`src/rtl/press_classifier_pkg.sv`:
```
// Shared definitions for the press classifier: 3-bit state encoding and
// the matching FSM state type, reusable by benches and neighbouring blocks.
package press_classifier_pkg;

    localparam logic [2:0] ST_IDLE      = 3'd0;
    localparam logic [2:0] ST_PRESS1    = 3'd1;
    localparam logic [2:0] ST_LONG_HOLD = 3'd2;
    localparam logic [2:0] ST_GAP       = 3'd3;
    localparam logic [2:0] ST_PRESS2    = 3'd4;

    typedef enum logic [2:0] {
        IDLE      = ST_IDLE,
        PRESS1    = ST_PRESS1,
        LONG_HOLD = ST_LONG_HOLD,
        GAP       = ST_GAP,
        PRESS2    = ST_PRESS2
    } state_t;

endpackage

```
`src/rtl/press_classifier.sv`:
```
// Button press classifier: turns a clean, synchronous button level into
// one-cycle short / long / double press pulses plus a registered busy flag.
// A single counter times both the hold (PRESS1) and the release gap (GAP);
// it restarts from zero on every state change and saturates instead of wrapping.
module press_classifier
    import press_classifier_pkg::*;
#(
    parameter int LONG_COUNTS = 50_000_000,
    parameter int GAP_COUNTS  = 12_500_000
) (
    input  logic clk,
    input  logic reset,
    input  logic button,
    output logic short_press,
    output logic long_press,
    output logic double_press,
    output logic busy
);

    localparam int CNT_MAX = (LONG_COUNTS > GAP_COUNTS) ? LONG_COUNTS : GAP_COUNTS;
    localparam int CNT_W   = $clog2(CNT_MAX + 1);

    localparam logic [CNT_W-1:0] LONG_LAST = CNT_W'(LONG_COUNTS - 1);
    localparam logic [CNT_W-1:0] GAP_LAST  = CNT_W'(GAP_COUNTS - 1);
    localparam logic [CNT_W-1:0] CNT_LIMIT = CNT_W'(CNT_MAX);

    state_t           state_r;
    state_t           state_s;
    logic [CNT_W-1:0] cnt_r;
    logic [CNT_W-1:0] cnt_s;
    logic             short_s;
    logic             long_s;
    logic             double_s;

    // Next-state and pulse decode; release/re-press win over the timeouts.
    always_comb begin
        state_s  = state_r;
        short_s  = 1'b0;
        long_s   = 1'b0;
        double_s = 1'b0;
        case (state_r)
            IDLE: begin
                if (button) begin
                    state_s = PRESS1;
                end else begin
                    state_s = IDLE;
                end
            end
            PRESS1: begin
                if (!button) begin
                    state_s = GAP;
                end else if (cnt_r == LONG_LAST) begin
                    state_s = LONG_HOLD;
                    long_s  = 1'b1;
                end else begin
                    state_s = PRESS1;
                end
            end
            LONG_HOLD: begin
                if (!button) begin
                    state_s = IDLE;
                end else begin
                    state_s = LONG_HOLD;
                end
            end
            GAP: begin
                if (button) begin
                    state_s = PRESS2;
                end else if (cnt_r == GAP_LAST) begin
                    state_s = IDLE;
                    short_s = 1'b1;
                end else begin
                    state_s = GAP;
                end
            end
            PRESS2: begin
                if (!button) begin
                    state_s  = IDLE;
                    double_s = 1'b1;
                end else begin
                    state_s = PRESS2;
                end
            end
            default: begin
                state_s = IDLE;
            end
        endcase
    end

    // Counter update: clear on any transition, count only in timed states, saturate.
    always_comb begin
        cnt_s = cnt_r;
        if (state_s != state_r) begin
            cnt_s = {CNT_W{1'b0}};
        end else if (((state_r == PRESS1) || (state_r == GAP)) && (cnt_r != CNT_LIMIT)) begin
            cnt_s = cnt_r + CNT_W'(1);
        end else begin
            cnt_s = cnt_r;
        end
    end

    // State, counter and registered outputs; busy reflects the state being entered.
    always_ff @(posedge clk or posedge reset) begin
        if (reset) begin
            state_r      <= IDLE;
            cnt_r        <= {CNT_W{1'b0}};
            short_press  <= 1'b0;
            long_press   <= 1'b0;
            double_press <= 1'b0;
            busy         <= 1'b0;
        end else begin
            state_r      <= state_s;
            cnt_r        <= cnt_s;
            short_press  <= short_s;
            long_press   <= long_s;
            double_press <= double_s;
            busy         <= (state_s != IDLE);
        end
    end

endmodule

```
`config.mk`:
```
export PLATFORM = sky130hd
export DESIGN_NAME = press_classifier
export DESIGN_NICKNAME = d
export VERILOG_FILES = /design/src/rtl/press_classifier_pkg.sv /design/src/rtl/press_classifier.sv
export SDC_FILE = /design/constraint.sdc
export NUM_CORES = 1
export LEC_CHECK = 0
export BUFFER_PORTS_ARGS = -buffer_cell sky130_fd_sc_hd__buf_2
export CAP_MARGIN = 20
export CORE_MARGIN = 2
export CORE_UTILIZATION = 30
export DETAILED_ROUTE_END_ITERATION = 8
export GPL_TIMING_DRIVEN = 0
export PLACE_DENSITY = 0.49
export SETUP_SLACK_MARGIN = 0.2
export SYNTH_ARGS = -nofsm -noshare
export SYNTH_HDL_FRONTEND = slang
export SYNTH_SLANG_ARGS = --single-unit
export TNS_END_PERCENT = 5
```
`constraint.sdc`:
```
create_clock -name clk -period 3.4 [get_ports clk]
set_input_delay 0.17 -clock clk [delete_from_list [all_inputs] [get_ports clk]]
set_output_delay 0.17 -clock clk [all_outputs]
set_load 0.05 [all_outputs]
```
==> results of run 1 <==
==> cell type report <==
cell class              count  area share (%)
multi-input cells         148            44.6
plain buffers               7            2.01
inverters                   6            1.10
flip-flops and latches     33            40.2
clock inverters             3           0.853
well taps                  75            4.57
clock buffers               5            3.35
repair buffers              8            3.29
==> registers in the layout, indices dropped and copies added (netlist names) <==
signal / count
short_press: 1
state_r: 3
double_press: 1
long_press: 1
busy: 1
cnt_r: 26
==> synthesized netlist by cell type (2+ instances only) <==
| master | count |
|---|---|
| nor4_1 | 5 |
| nand3_1 | 11 |
| inv_1 | 6 |
| or4b_1 | 2 |
| nor3b_1 | 2 |
| nand2_1 | 15 |
| ha_1 | 2 |
| or4_1 | 5 |
| xor2_1 | 10 |
| nor2b_1 | 2 |
| o31ai_1 | 4 |
| nor4b_1 | 3 |
| and4_2 | 2 |
| o21ai_0 | 5 |
| and4b_1 | 3 |
| nor2_1 | 30 |
| and3_1 | 6 |
| clkbuf_1 | 5 |
| a21oi_1 | 10 |
| nor3_1 | 3 |
| xnor2_1 | 8 |
| or3_1 | 3 |
| nand4_1 | 5 |
| or3b_2 | 2 |
| buf_6 | 2 |
| dfrtp_1 | 33 |
==> power by group <==
part           total (mW)  internal, mW  switching (mW)
Sequential          0.454         0.422          0.0324
Clock               0.300         0.141           0.158
Combinational       0.340         0.124           0.217
Total                1.09         0.687           0.407
==> worst paths after layout <==
check / start / to / slack, ps / cells after the start
min in group asynchronous: reset / state_r[2] / 470 / 3
min reg2reg: state_r[1] / double_press / 550 / 1
max in group asynchronous: reset / cnt_r[6] / 2410 / 4
max reg2reg: cnt_r[14] / cnt_r[22] / 720 / 6
max: cnt_r[14] / cnt_r[22] / 720 / 6
min: button / double_press / 260 / 2
==> routing by layer <==
| metal | routed length [um] | global-route usage [%] | up-vias |
|---|---|---|---|
| met2 | 2010 | 23.1 | 26 |
| met1 | 1920 | 18.1 | 712 |
| li1 | - | - | 722 |
| met4 | 74 | 6.33 | 0 |
| met5 | 0 | 0 | - |
| met3 | 126 | 2.97 | 7 |
==> logic make-up after synthesis <==
kind of cell	after synthesis	synth area share [%]
fa+ha+maj	2	1.38
simple gates	104	31.8
compound gates	24	8.86
buf+inv	13	3.53
flops	33	45.7
xor+xnor	18	8.73
==> worst max-delay path, delay by kind of cell (launching register included) <==
family,cells,cell delay [ps]
buf+inv,1,210
compound gates,3,860
simple gates,2,1040
flops,1,440
==> through the flow <==
stage / hold WS (ps) / power, mW / cell area, um^2
detailed placement: 250 / 0.809 / 1950
floorplan: 299 / 0.722 / 1810
global route: 305 / 1.18 / 2050
global placement: 543 / 0.808 / 1930
finish: 255 / 1.09 / 2050
CTS: 245 / 1.11 / 2050
==> impl_metrics.json, run 1 <==
{
  "status": "completed",
  "area_growth_pct": 13.7,
  "start_util_pct": 30.7,
  "path_max_fanout": 10,
  "first_pass_iters": 4,
  "postSynth.asyncResetShare_pct": 100,
  "layout_commonest_cell": "dfrtp_1",
  "vias": 1467,
  "hold_viol_final": 0,
  "ios": 7,
  "clock_skew_ps": 9.92,
  "grt_pass1_vias": 1474,
  "drv_slew": 0,
  "ys_seq_area_share_pct": 45.7,
  "critPathArrivalTime_ps": 2840,
  "wl_per_cell_um": 14.5,
  "path_common_cell": "or4b_1",
  "start_kind": "flip-flop",
  "io_buffers": 5,
  "synth_area_leader_cell": "dfrtp_1",
  "cts_setup_buffers": 0,
  "setup_ws_ps": 725,
  "wl_um": 4130,
  "final_cell_mix": "dfrtp_1, nor2_1, nand2_1",
  "routabilityCongestion": 0.836,
  "grt_pass1_wl_um": 7160,
  "cp.required_ps": 3570,
  "cts_tree": "done",
  "place_inst": 275,
  "clock-root-buffer": "clkbuf_8",
  "drc": 0,
  "synth_edf_count": 0,
  "die_w_um": 81.6,
  "finalCritPeriodShare_pct": 78.7,
  "leakagePower_nw": 0.822,
  "synth.avg_cell_area_um2": 9.31,
  "hp-class": "in2reg",
  "yosys_warnings": 0,
  "path_clk_slew_ps": 80,
  "post-place-ws_ps": 764,
  "nets": 214,
  "worstSetupPathType": "reg2reg",
  "fillers": 628,
  "synth_flop_cell": "dfrtp_1",
  "numCtsBuffers": 5,
  "power_density_nw_per_um2": 533,
  "synth_top_area_share_pct": 45.7,
  "fin_util_pct": 34.9,
  "path_cells": "or4b_1 -> or4b_1 -> o31a_1 -> a211oi_4 -> buf_6 -> a21oi_1",
  "syn_area_um2": 1810,
  "place_hpwl_um": 2870,
  "finalSetupViolCount": 0,
  "tns_ps": 0,
  "synth_nets": 199,
  "relSlewSlack_pct": 62.9,
  "ctsHoldBuffers": 1,
  "ys_types": 36,
  "fin_cells": 285,
  "rsz0062_at_grt": "no",
  "max_freq_ghz": 0.374,
  "worst_pin_slew_ps": 556,
  "crit_slowest_cell": "or4b_1",
  "multi_input_area_um2": 917,
  "gr-total-overflow": 0,
  "drv_cap": 0,
  "max-vdd-ir-drop_uv": 239,
  "die_h_um": 81.6,
  "row_count": 28,
  "drive_gt1_share_pct": 11.4,
  "antenna_found_initial": 0,
  "cp-end-kind": "flip-flop",
  "seqCellArea_um2": 826,
  "synthCells": 194,
  "min_period_ps": 2680,
  "synth-seq-cells": 33,
  "core_area_um2": 5890,
  "grt_usage_pct": 14.2,
  "cts_sinks": 33,
  "grt_max_degree": 23,
  "synthTopCellsByArea": "dfrtp_1, nor2_1, xor2_1, xnor2_1, nand2_1",
  "cpPeakStageDelay_ps": 520,
  "diodes": 0,
  "die_area_um2": 6660,
  "cts_resized": 0,
  "htreeDepth": 2,
  "cts.path.max_buffers": 2,
  "final_antenna_net_count": 0,
  "vias_per_cell": 5.15,
  "clk_latency_ps": 290,
  "dr.first_iter.drc_count": 96
}
(Power assumes the default switching activity.)
==> run 2: changes to the inputs <==
Settings changed: ABC_AREA set to 1, PLACE_DENSITY 0.49 to 0.48.
Clock period 3.4 ns to 2.8 ns, I/O delays scaled along.
==> run 2 against run 1 <==
Compared with the run above: the run now ends with hold timing left; critical path depth is 4 higher; via count is 17% higher; die area is 14% higher; hold slack worse by 270 ps; sequential power is 21% higher; maximum frequency is 39% higher; worst setup slack better by 150 ps; largest cell class unchanged; highest routed layer unchanged.
==> impl_metrics.json, run 2 <==
{
  "status": "complete, but fails checks",
  "violations": "hold timing",
  "reg.largest.list": "cnt_r (26), state_r (3)",
  "path_common_cell": "nor2_1",
  "cts.path.max_buffers": 2,
  "synth_flop_cell": "dfrtp_1",
  "min_period_ps": 1930,
  "max-vdd-ir-drop_uv": 255,
  "place_inst": 373,
  "area_growth_pct": 12.9,
  "largest-register": "cnt_r",
  "grt_usage_pct": 14.8,
  "crit_slowest_cell": "dfrtp_1",
  "wl_per_cell_um": 12.8,
  "tns_ps": 0,
  "worst_r2r_startpoint": "cnt_r[17]",
  "io_buffers": 5,
  "die_w_um": 87.3,
  "critPathArrivalTime_ps": 2110,
  "worst_pin_slew_ps": 782,
  "drc": 0,
  "synthTopCellsByArea": "dfrtp_1, nand2_1, nor2_1, inv_1, nand3_1",
  "r2r_cells": 10,
  "largest_register_ff_count": 26,
  "yosys.cell_count.top_type": "nand2_1",
  "first_pass_iters": 4,
  "grt_pass1_vias": 1742,
  "nets": 305,
  "rsz0062_at_grt": "no",
  "row_count": 30,
  "path_cells": "inv_1 -> nor2_1 -> nand3_1 -> nor2_1 -> nand2_1 -> a21oi_1 -> o21bai_2 -> nand3_4 -> buf_6 -> nor2_1",
  "clk_latency_ps": 300,
  "final_cell_mix": "nand2_1, nor2_1, inv_1",
  "die_area_um2": 7620,
  "dr.first_iter.drc_count": 130,
  "cts_sinks": 33,
  "synth_nets": 292,
  "synth_area_leader_cell": "dfrtp_1",
  "synth_top_area_share_pct": 39.7,
  "r2r_slack_ps": 870,
  "postSynth.asyncResetShare_pct": 100,
  "hp-class": "in2async",
  "drv_slew": 0,
  "vias_per_cell": 4.50,
  "vias": 1713,
  "clock_skew_ps": 16.2,
  "path_max_fanout": 10,
  "place_hpwl_um": 3750,
  "reg2reg_to": "cnt_r[14]",
  "cts_setup_buffers": 0,
  "diodes": 0,
  "grt_pass1_wl_um": 8600,
  "drv_cap": 0,
  "start_util_pct": 30.8,
  "leakagePower_nw": 1.01,
  "finalCritPeriodShare_pct": 68.9,
  "routabilityCongestion": 0.850,
  "path_clk_slew_ps": 70,
  "synth_commonest_cells": "nand2_1, nor2_1, inv_1, dfrtp_1, nand3_1",
  "cpPeakStageDelay_ps": 380,
  "ios": 7,
  "cts_tree": "done",
  "hold_ws_ps": -19.1,
  "start_kind": "flip-flop",
  "cp.required_ps": 2980,
  "ctsHoldBuffers": 0,
  "finalSetupViolCount": 0,
  "cts_resized": 0,
  "core_area_um2": 6760,
  "gr-total-overflow": 0,
  "yosys_warnings": 0,
  "antenna_found_initial": 0,
  "ys_types": 27,
  "fin_cells": 381,
  "synth_edf_count": 0,
  "worstSetupPathType": "reg2reg",
  "die_h_um": 87.3,
  "grt_max_degree": 18,
  "power_density_nw_per_um2": 677,
  "numCtsBuffers": 5,
  "clock-root-buffer": "clkbuf_8",
  "synth.avg_cell_area_um2": 7.25,
  "hold_viol_final": 14,
  "wl_um": 4870,
  "ys_seq_area_share_pct": 39.7,
  "cp-end-kind": "flip-flop",
  "layout_commonest_cell": "nand2_1",
  "drive_gt1_share_pct": 14.3,
  "max_freq_ghz": 0.519,
  "synth-seq-cells": 33,
  "final_antenna_net_count": 0,
  "syn_area_um2": 2080,
  "relSlewSlack_pct": 47.8,
  "htreeDepth": 2,
  "synthCells": 287
}
==> run 2: cell types whose count changed after synthesis, moves of 5 or more <==
| cell | change |
|---|---|
| nor2_2 | +11 |
| nor2_1 | +24 |
| a21oi_1 | -8 |
| or4_1 | -5 |
| clkbuf_1 | -5 |
| nand2_1 | +54 |
| xnor2_1 | -5 |
| nand3_1 | +10 |
| nand4_1 | +5 |
| nor3_1 | +5 |
| inv_1 | +31 |
| and3_1 | -6 |
==> run 2: how the worst max path moves through the flow <==
stage | start | end | slack (ps) | cells after the start
6_report | cnt_r[17] | cnt_r[14] | 870 | 10
5_1_grt | cnt_r[0] | cnt_r[0] | 570 | 11
4_1_cts | cnt_r[0] | cnt_r[24] | 850 | 12
3_5_place_dp | cnt_r[0] | cnt_r[14] | 860 | 11
3_3_place_gp | cnt_r[0] | cnt_r[15] | 850 | 12
2_1_floorplan | cnt_r[0] | cnt_r[12] | 1140 | 12
==> run 2: final cells by class <==
cell class	instances	area, um^2
multi-input combinational	210	1060
sequential	33	826
clock inverter	1	30.0
clock buffer	7	86.3
fill	717	4410
timing repair buffer	6	52.6
buffer	4	41.3
inverter	40	150
tap	80	100
==> run 2: metrics by stage <==
stage / util (%) / setup WS, ps / power (mW) / instance area (um^2)
finish: 34.8 / 872 / 1.59 / 2350
global route: 34.8 / 568 / 1.70 / 2350
CTS: 34.8 / 851 / 1.62 / 2350
detailed placement: 33.1 / 862 / 1.14 / 2230
global placement: 32.7 / 853 / 1.13 / 2210
floorplan: - / 1140 / 0.993 / 2080
==> run 2: power by group <==
group	total, mW	switching, mW	leakage (nW)	internal [mW]
Sequential	0.550	0.0334	0.453	0.516
Clock	0.474	0.183	0.0585	0.290
Combinational	0.567	0.388	0.500	0.179
Total	1.59	0.605	1.01	0.985
==> run 2: kinds of logic (layout without fill, tap and decap cells) <==
group / after synthesis / after routing / share of synthesized area (%)
AOI/OAI and AO/OA: 9 / 9 / 2.58
xor gates and xnor gates: 12 / 12 / 5.05
adders and majority gates: 2 / 2 / 1.20
buffers and inverters: 44 / 58 / 9.19
DFF: 33 / 33 / 39.7
and+or+nand+nor: 187 / 187 / 42.3
==> run 2: layer usage <==
metal	vias to the layer above	global-route usage [%]	wire, um
met4	0	5.03	70
met1	773	19.9	2510
met2	13	23.4	2150
met5	-	0	0
li1	921	-	-
met3	6	3.13	143
==> run 2: worst max-delay path, delay by kind of cell, from the launching register on <==
family	cells	cell delay, ps
simple gates	6	850
flops	1	380
compound gates	2	340
buf+inv	2	270
